===== src/rtl/note_pkg.sv =====
// Shared constants for the polyphonic note generator:
// mode codes, envelope states, volume table and LFSR taps.
package note_pkg;

  localparam logic [1:0] MODE_OFF    = 2'd0;
  localparam logic [1:0] MODE_SQUARE = 2'd1;
  localparam logic [1:0] MODE_NOISE  = 2'd2;

  localparam logic [1:0] ENV_IDLE    = 2'd0;
  localparam logic [1:0] ENV_ATTACK  = 2'd1;
  localparam logic [1:0] ENV_SUSTAIN = 2'd2;
  localparam logic [1:0] ENV_RELEASE = 2'd3;

  localparam logic [9:0]  DUTY_MAX  = 10'd1000;
  localparam logic [7:0]  ENV_MAX   = 8'd255;
  // Galois right-shift mask for x^16+x^14+x^13+x^11
  localparam logic [15:0] LFSR_TAPS = 16'hB400;

  function automatic logic [15:0] vol_lut(input logic [2:0] v);
    logic [15:0] r;
    case (v)
      3'd0:    r = 16'h0000;
      3'd1:    r = 16'h1000;
      3'd2:    r = 16'h2000;
      3'd3:    r = 16'h3000;
      3'd4:    r = 16'h4000;
      default: r = 16'h5000;
    endcase
    return r;
  endfunction

endpackage


===== src/rtl/poly_note_gen_voice.sv =====
// One voice: config regs, tone phase, noise LFSR,
// gated linear envelope and the registered sample.
module voice_channel
  import note_pkg::*;
#(
  parameter int          DIV_W     = 22,
  parameter logic [15:0] LFSR_SEED = 16'hACE1
) (
  input  logic               clk,
  input  logic               rst_n,
  input  logic               wr,
  input  logic [DIV_W-1:0]   cfg_div,
  input  logic [9:0]         cfg_duty,
  input  logic [1:0]         cfg_mode,
  input  logic [1:0]         cfg_pan,
  input  logic               gate,
  input  logic               env_tick,
  input  logic [2:0]         volume,
  output logic signed [15:0] sample,
  output logic [1:0]         pan,
  output logic               busy
);

  logic [DIV_W-1:0] div;
  logic [9:0]       duty;
  logic [1:0]       mode;
  logic [DIV_W-1:0] thr;
  logic [DIV_W-1:0] phase;
  logic [15:0]      lfsr;
  logic [7:0]       env;
  logic [1:0]       state;

  logic [DIV_W+9:0] prod;
  logic [DIV_W-1:0] thr_next;
  logic [23:0]      env_prod;
  logic [15:0]      amp;
  logic             wrap;
  logic             silent;
  logic             wave_hi;

  assign prod     = {10'd0, div} * {{DIV_W{1'b0}}, duty};
  assign thr_next = DIV_W'(prod / {{DIV_W{1'b0}}, DUTY_MAX});
  assign env_prod = {16'd0, env} * {8'd0, vol_lut(volume)};
  assign amp      = 16'(env_prod >> 8);
  assign wrap     = (div > DIV_W'(1)) &&
                    (phase >= div - DIV_W'(1));
  assign silent   = !(mode == MODE_SQUARE || mode == MODE_NOISE) ||
                    (div <= DIV_W'(1));
  assign wave_hi  = (mode == MODE_NOISE) ? lfsr[0] : (phase < thr);
  assign busy     = (state != ENV_IDLE);

  always_ff @(posedge clk or negedge rst_n) begin
    if (!rst_n) begin
      div   <= DIV_W'(1);
      duty  <= 10'd125;
      mode  <= MODE_OFF;
      pan   <= 2'b11;
      thr   <= '0;
      phase <= '0;
      lfsr  <= LFSR_SEED;
    end else begin
      thr <= thr_next;
      if (wr) begin
        div   <= cfg_div;
        duty  <= (cfg_duty > DUTY_MAX) ? DUTY_MAX : cfg_duty;
        mode  <= cfg_mode;
        pan   <= cfg_pan;
        phase <= '0;
      end else if (wrap) begin
        phase <= '0;
        lfsr  <= {1'b0, lfsr[15:1]} ^ (lfsr[0] ? LFSR_TAPS : 16'h0);
      end else if (div > DIV_W'(1)) begin
        phase <= phase + DIV_W'(1);
      end else begin
        phase <= '0;
      end
    end
  end

  // Gate changes act on the next edge; only the level steps wait for a tick
  always_ff @(posedge clk or negedge rst_n) begin
    if (!rst_n) begin
      state <= ENV_IDLE;
      env   <= '0;
    end else begin
      unique case (state)
        ENV_IDLE: begin
          if (gate) state <= ENV_ATTACK;
        end
        ENV_ATTACK: begin
          if (!gate) begin
            state <= ENV_RELEASE;
          end else if (env == ENV_MAX) begin
            state <= ENV_SUSTAIN;
          end else if (env_tick) begin
            env <= env + 8'd1;
            if (env == ENV_MAX - 8'd1) state <= ENV_SUSTAIN;
          end
        end
        ENV_SUSTAIN: begin
          if (!gate) state <= ENV_RELEASE;
        end
        ENV_RELEASE: begin
          if (gate) begin
            state <= ENV_ATTACK;
          end else if (env == 8'd0) begin
            state <= ENV_IDLE;
          end else if (env_tick) begin
            env <= env - 8'd1;
            if (env == 8'd1) state <= ENV_IDLE;
          end
        end
      endcase
    end
  end

  always_ff @(posedge clk or negedge rst_n) begin
    if (!rst_n)       sample <= '0;
    else if (silent)  sample <= '0;
    else if (wave_hi) sample <= $signed(amp);
    else              sample <= -$signed(amp);
  end

endmodule


===== src/rtl/poly_note_gen.sv =====
// Multi-voice square/noise generator: config decode,
// shared envelope prescaler and saturating stereo mixer.
module poly_note_gen
  import note_pkg::*;
#(
  parameter int          NUM_VOICES   = 2,
  parameter int          DIV_W        = 22,
  parameter int          ENV_STEP_DIV = 100000,
  parameter logic [15:0] LFSR_SEED    = 16'hACE1,
  localparam int         VW = (NUM_VOICES > 1) ? $clog2(NUM_VOICES) : 1
) (
  input  logic                  clk,
  input  logic                  rst_n,
  input  logic                  cfg_valid,
  input  logic [VW-1:0]         cfg_voice,
  input  logic [DIV_W-1:0]      cfg_div,
  input  logic [9:0]            cfg_duty,
  input  logic [1:0]            cfg_mode,
  input  logic [1:0]            cfg_pan,
  input  logic [NUM_VOICES-1:0] gate,
  input  logic [2:0]            volume,
  output logic signed [15:0]    audio_left,
  output logic signed [15:0]    audio_right,
  output logic [NUM_VOICES-1:0] busy
);

  localparam int PW = (ENV_STEP_DIV > 2) ? $clog2(ENV_STEP_DIV) : 1;
  localparam int AW = 16 + $clog2(NUM_VOICES) + 1;

  logic [PW-1:0]         pcnt;
  logic                  env_tick;
  logic [NUM_VOICES-1:0] wr;
  logic signed [15:0]    samples [NUM_VOICES];
  logic [1:0]            pans    [NUM_VOICES];
  logic signed [AW-1:0]  sum_l;
  logic signed [AW-1:0]  sum_r;

  assign env_tick = (pcnt == PW'(ENV_STEP_DIV - 1));

  always_ff @(posedge clk or negedge rst_n) begin
    if (!rst_n)        pcnt <= '0;
    else if (env_tick) pcnt <= '0;
    else               pcnt <= pcnt + PW'(1);
  end

  for (genvar i = 0; i < NUM_VOICES; i++) begin : g_voice
    assign wr[i] = cfg_valid && (cfg_voice == VW'(i));

    voice_channel #(
      .DIV_W     (DIV_W),
      .LFSR_SEED (LFSR_SEED)
    ) u_voice (
      .clk      (clk),
      .rst_n    (rst_n),
      .wr       (wr[i]),
      .cfg_div  (cfg_div),
      .cfg_duty (cfg_duty),
      .cfg_mode (cfg_mode),
      .cfg_pan  (cfg_pan),
      .gate     (gate[i]),
      .env_tick (env_tick),
      .volume   (volume),
      .sample   (samples[i]),
      .pan      (pans[i]),
      .busy     (busy[i])
    );
  end

  function automatic logic [15:0] sat(input logic signed [AW-1:0] x);
    if (x > AW'(32767))       return 16'h7FFF;
    else if (x < AW'(-32768)) return 16'h8000;
    else                      return x[15:0];
  endfunction

  always_comb begin
    sum_l = '0;
    sum_r = '0;
    for (int i = 0; i < NUM_VOICES; i++) begin
      if (pans[i][1]) sum_l = sum_l + AW'(samples[i]);
      if (pans[i][0]) sum_r = sum_r + AW'(samples[i]);
    end
  end

  always_ff @(posedge clk or negedge rst_n) begin
    if (!rst_n) begin
      audio_left  <= '0;
      audio_right <= '0;
    end else begin
      audio_left  <= sat(sum_l);
      audio_right <= sat(sum_r);
    end
  end

endmodule


===== config.mk =====
export PLATFORM = sky130hd
export DESIGN_NAME = poly_note_gen
export DESIGN_NICKNAME = d
export VERILOG_FILES = /design/src/rtl/note_pkg.sv /design/src/rtl/poly_note_gen_voice.sv /design/src/rtl/poly_note_gen.sv
export SDC_FILE = /design/constraint.sdc
export NUM_CORES = 2
export LEC_CHECK = 0
export CAP_MARGIN = 20
export CELL_PAD_IN_SITES_DETAIL_PLACEMENT = 0
export CELL_PAD_IN_SITES_GLOBAL_PLACEMENT = 1
export CORE_AREA = 2 2 319 321
export CTS_CLUSTER_SIZE = 14
export DETAILED_ROUTE_END_ITERATION = 6
export DIE_AREA = 0 0 321 323
export GPL_ROUTABILITY_DRIVEN = 0
export PLACE_DENSITY_LB_ADDON = 0.1
export SLEW_MARGIN = 20
export SYNTH_ARGS = -nofsm -noshare
export SYNTH_HDL_FRONTEND = slang
export SYNTH_SLANG_ARGS = --single-unit

===== constraint.sdc =====
create_clock -name clk -period 19.9 [get_ports clk]
set_clock_uncertainty 0.15 [all_clocks]
set_input_delay 4.975 -clock clk [delete_from_list [all_inputs] [get_ports clk]]
set_output_delay 4.975 -clock clk [all_outputs]
set_load 0.05 [all_outputs]

==> metrics <==
reg-to-reg slack, setup=0.47 ns; Layout fillers=9485; Die Y=between 300 and 400 um; Post-Route WL=134000 um; min Tclk post-route=about 20 ns; die outline area=104000 um^2; hpwl dp=104000 um; core area=101000 um^2; Worst Hold Class=flop to flop; R2R Path Start=g_voice[0].u_voice.duty[3]$_DFFE_PN1P_; fin crit share=97.6%; hold path depth=2; vias in the first global route=40289; setup ws final=~0.47 ns; GR Util All Layers=roughly a quarter; critical path class=flop to flop; data required time of the worst path=20.21 ns; worst slew pin tran=1.09 ns; initial DRC count=roughly 2600; Worst Hold Endpoint=g_voice[1].u_voice.lfsr[10]$_DFFE_PN1P_; Mapped Cells=5412; final setup vio count=0; Post-CTS Hold Buffers=0; CP max FO=8; post-route ant nets=0; clk sinks=279; CP arrival=19.74 ns; Largest stage delay, worst path=0.67 ns; Reg clk slew, reported paths=0.06 ns; R2R depth=78; layout cells sized above 1=24.0%; slowest CP cell=dfstp_4; Starting Density=44.4%; Max Freq=0.0515 GHz; Max Cap Viol=0; RSZ-0062 raised after global routing=true; CTS tree=done; Ys Warns=0; #FFs+latches synth=roughly 280; most used cell, CP=buf_4; Cell variety after synth=~150; clk_lat worst skew=0.58 ns; pre-CTS setup slack=-0.558 ns; final slew viol count=0; status=finished, final reports clean; H-tree Lvls=2; CP Capture Type=flop; Post-synth EDFFs=0; Avg Vias per Cell=5.70; pin count of the biggest net entering global routing=83; RR Endpoint=g_voice[0].u_voice.thr[0]$_DFF_PN0_; initial antenna violation count=1; # diodes=0; clock root buffer=clkbuf_16; hold path startpoint=g_voice[1].u_voice.lfsr[10]$_DFFE_PN1P_; Post-Syn Nets=between 6000 and 7000; asr flop ratio synth=100%; Layout Cells excl Fill=between 7000 and 8000; Top FF cell, synth=dfrtp_1; fin util=between 50 and 60%; Mapped Area=44700 um^2; Placed Cells=a little over 7000; sequential area share after synthesis=between 15 and 20%; Slew HR=26.5%; syn_area_per_cell=8.27 um^2; area delta synth->final=24.4%; Nets=6682; Num CTS Buffers=36; I/O Buffers=78; GR Overflow Total=0; final hold vios=0; DRT Pass-1 Iters=6; Clock Tree Buf Depth=3; Die Wd=between 300 and 400 um; Startpoint Class=flop; first-pass GRT wire length=214000 um; row cnt=117; WL per Instance=about 18 um; Vias=41652; IO Count=about 80; Remaining DRCs=0; final total negative setup slack=0 ns
placed cells by master, fill, tap and decap left out, drive strengths merged, types with 86 or more instances in the layout:
master	netlist	final
nand3	147	147
nor3	125	125
ha	335	335
xor2	119	119
a21oi	272	272
mux2	86	86
nor2	341	341
o21ai	252	252
buf	70	682
inv	447	447
fa	330	330
xnor2	231	231
nand2	621	621
dfrtp	245	245
and2	317	317
area by class of cell:
cell class	count	area (um^2)	area share (%)
multi-input combinational	4446	37900	68.2
sequential	279	7090	12.7
inverter	448	1680	3.02
clock inverter	19	220	0.396
tap	1309	1640	2.94
clock buffer	45	987	1.77
timing repair buffer	761	6100	11.0
cell families (layout without fill, tap and decap cells):
kind of cell	after synthesis	in the layout	synth area share [%]
mux	168	168	4.05
simple gates	1976	1976	22.0
buf+inv	687	1273	6.07
xor+xnor	350	350	6.92
fa+ha+maj	676	676	24.4
compound gates	1276	1276	20.8
flops	279	279	15.7
per-stage QoR:
stage	hold WS, ns	instance area, um^2
2_1_floorplan	0.296	44700
3_3_place_gp	0.311	50300
3_5_place_dp	0.325	50300
4_1_cts	0.330	51800
5_1_grt	0.371	55700
6_report	0.328	55700
timing repair:
action                     4_1_cts  5_1_grt
setup endpoints to repair        4        7
gates cloned                     0        1
pin swaps                        6      166
gates resized for setup         62      547
setup buffers                    9      129
flip-flops by register name, indices dropped and copies added (netlist names):
name,cells
g_voice.u_voice.duty,20
g_voice.u_voice.mode,4
g_voice.u_voice.pan,4
audio_left,13
pcnt,17
audio_right,13
g_voice.u_voice.sample,24
g_voice.u_voice.lfsr,32
g_voice.u_voice.env,16
g_voice.u_voice.thr,44
g_voice.u_voice.state,4
g_voice.u_voice.phase,44
g_voice.u_voice.div,44
critical path, delay by kind of cell (launching register included):
family	cells	cell delay [ns]
mux	2	0.59
fa+ha+maj	6	2.78
flops	1	0.67
buf+inv	17	2.46
simple gates	17	4.76
compound gates	34	7.27
xor+xnor	2	0.57
cells in the mapped netlist, types with 54 or more instances:
master,number,share of area (%)
clkbuf_1,168,1.4
xnor2_1,228,4.5
fa_1,330,15
inv_1,442,3.7
nand2_1,621,5.2
xor2_1,118,2.3
dfrtp_1,245,14
nor3_1,119,1.3
a21oi_1,256,2.9
nor2_1,340,2.9
o21ai_0,219,2.4
mux2_2,82,2.1
and3_1,60,0.84
mux2i_1,78,1.7
o211ai_1,58,0.97
and2_1,315,4.4
ha_1,335,9.4
a21o_1,67,1.1
nor2b_1,54,0.75
nand3_1,146,1.6
nand4_1,67,0.94
worst max path at each step:
| stage | startpoint | to | slack (ns) |
|---|---|---|---|
| finish | g_voice[0].u_voice.duty[3]$_DFFE_PN1P_ | g_voice[0].u_voice.thr[0]$_DFF_PN0_ | 0.47 |
| global route | g_voice[0].u_voice.duty[3]$_DFFE_PN1P_ | g_voice[0].u_voice.thr[0]$_DFF_PN0_ | -0.29 |
| CTS | g_voice[0].u_voice.duty[3]$_DFFE_PN1P_ | g_voice[0].u_voice.thr[0]$_DFF_PN0_ | 0.003 |
| detailed placement | g_voice[0].u_voice.duty[6]$_DFFE_PN1P_ | g_voice[0].u_voice.thr[0]$_DFF_PN0_ | -0.56 |
| global placement | g_voice[0].u_voice.duty[6]$_DFFE_PN1P_ | g_voice[0].u_voice.thr[0]$_DFF_PN0_ | -0.46 |
| floorplan | g_voice[0].u_voice.duty[3]$_DFFE_PN1P_ | g_voice[0].u_voice.thr[0]$_DFF_PN0_ | 0.53 |
routing by layer:
layer | vias to the layer above | track usage, % | wire, um
li1 | 20163 | - | -
met4 | 0 | 3.67 | 1590
met1 | 20529 | 36.3 | 64100
met5 | - | 0 | 0
met2 | 855 | 40.5 | 61700
met3 | 105 | 3.06 | 6620
Power is left out: the tool's default activity adds up to more than one toggle a clock period on the data nets, which glitch-free logic cannot reach.
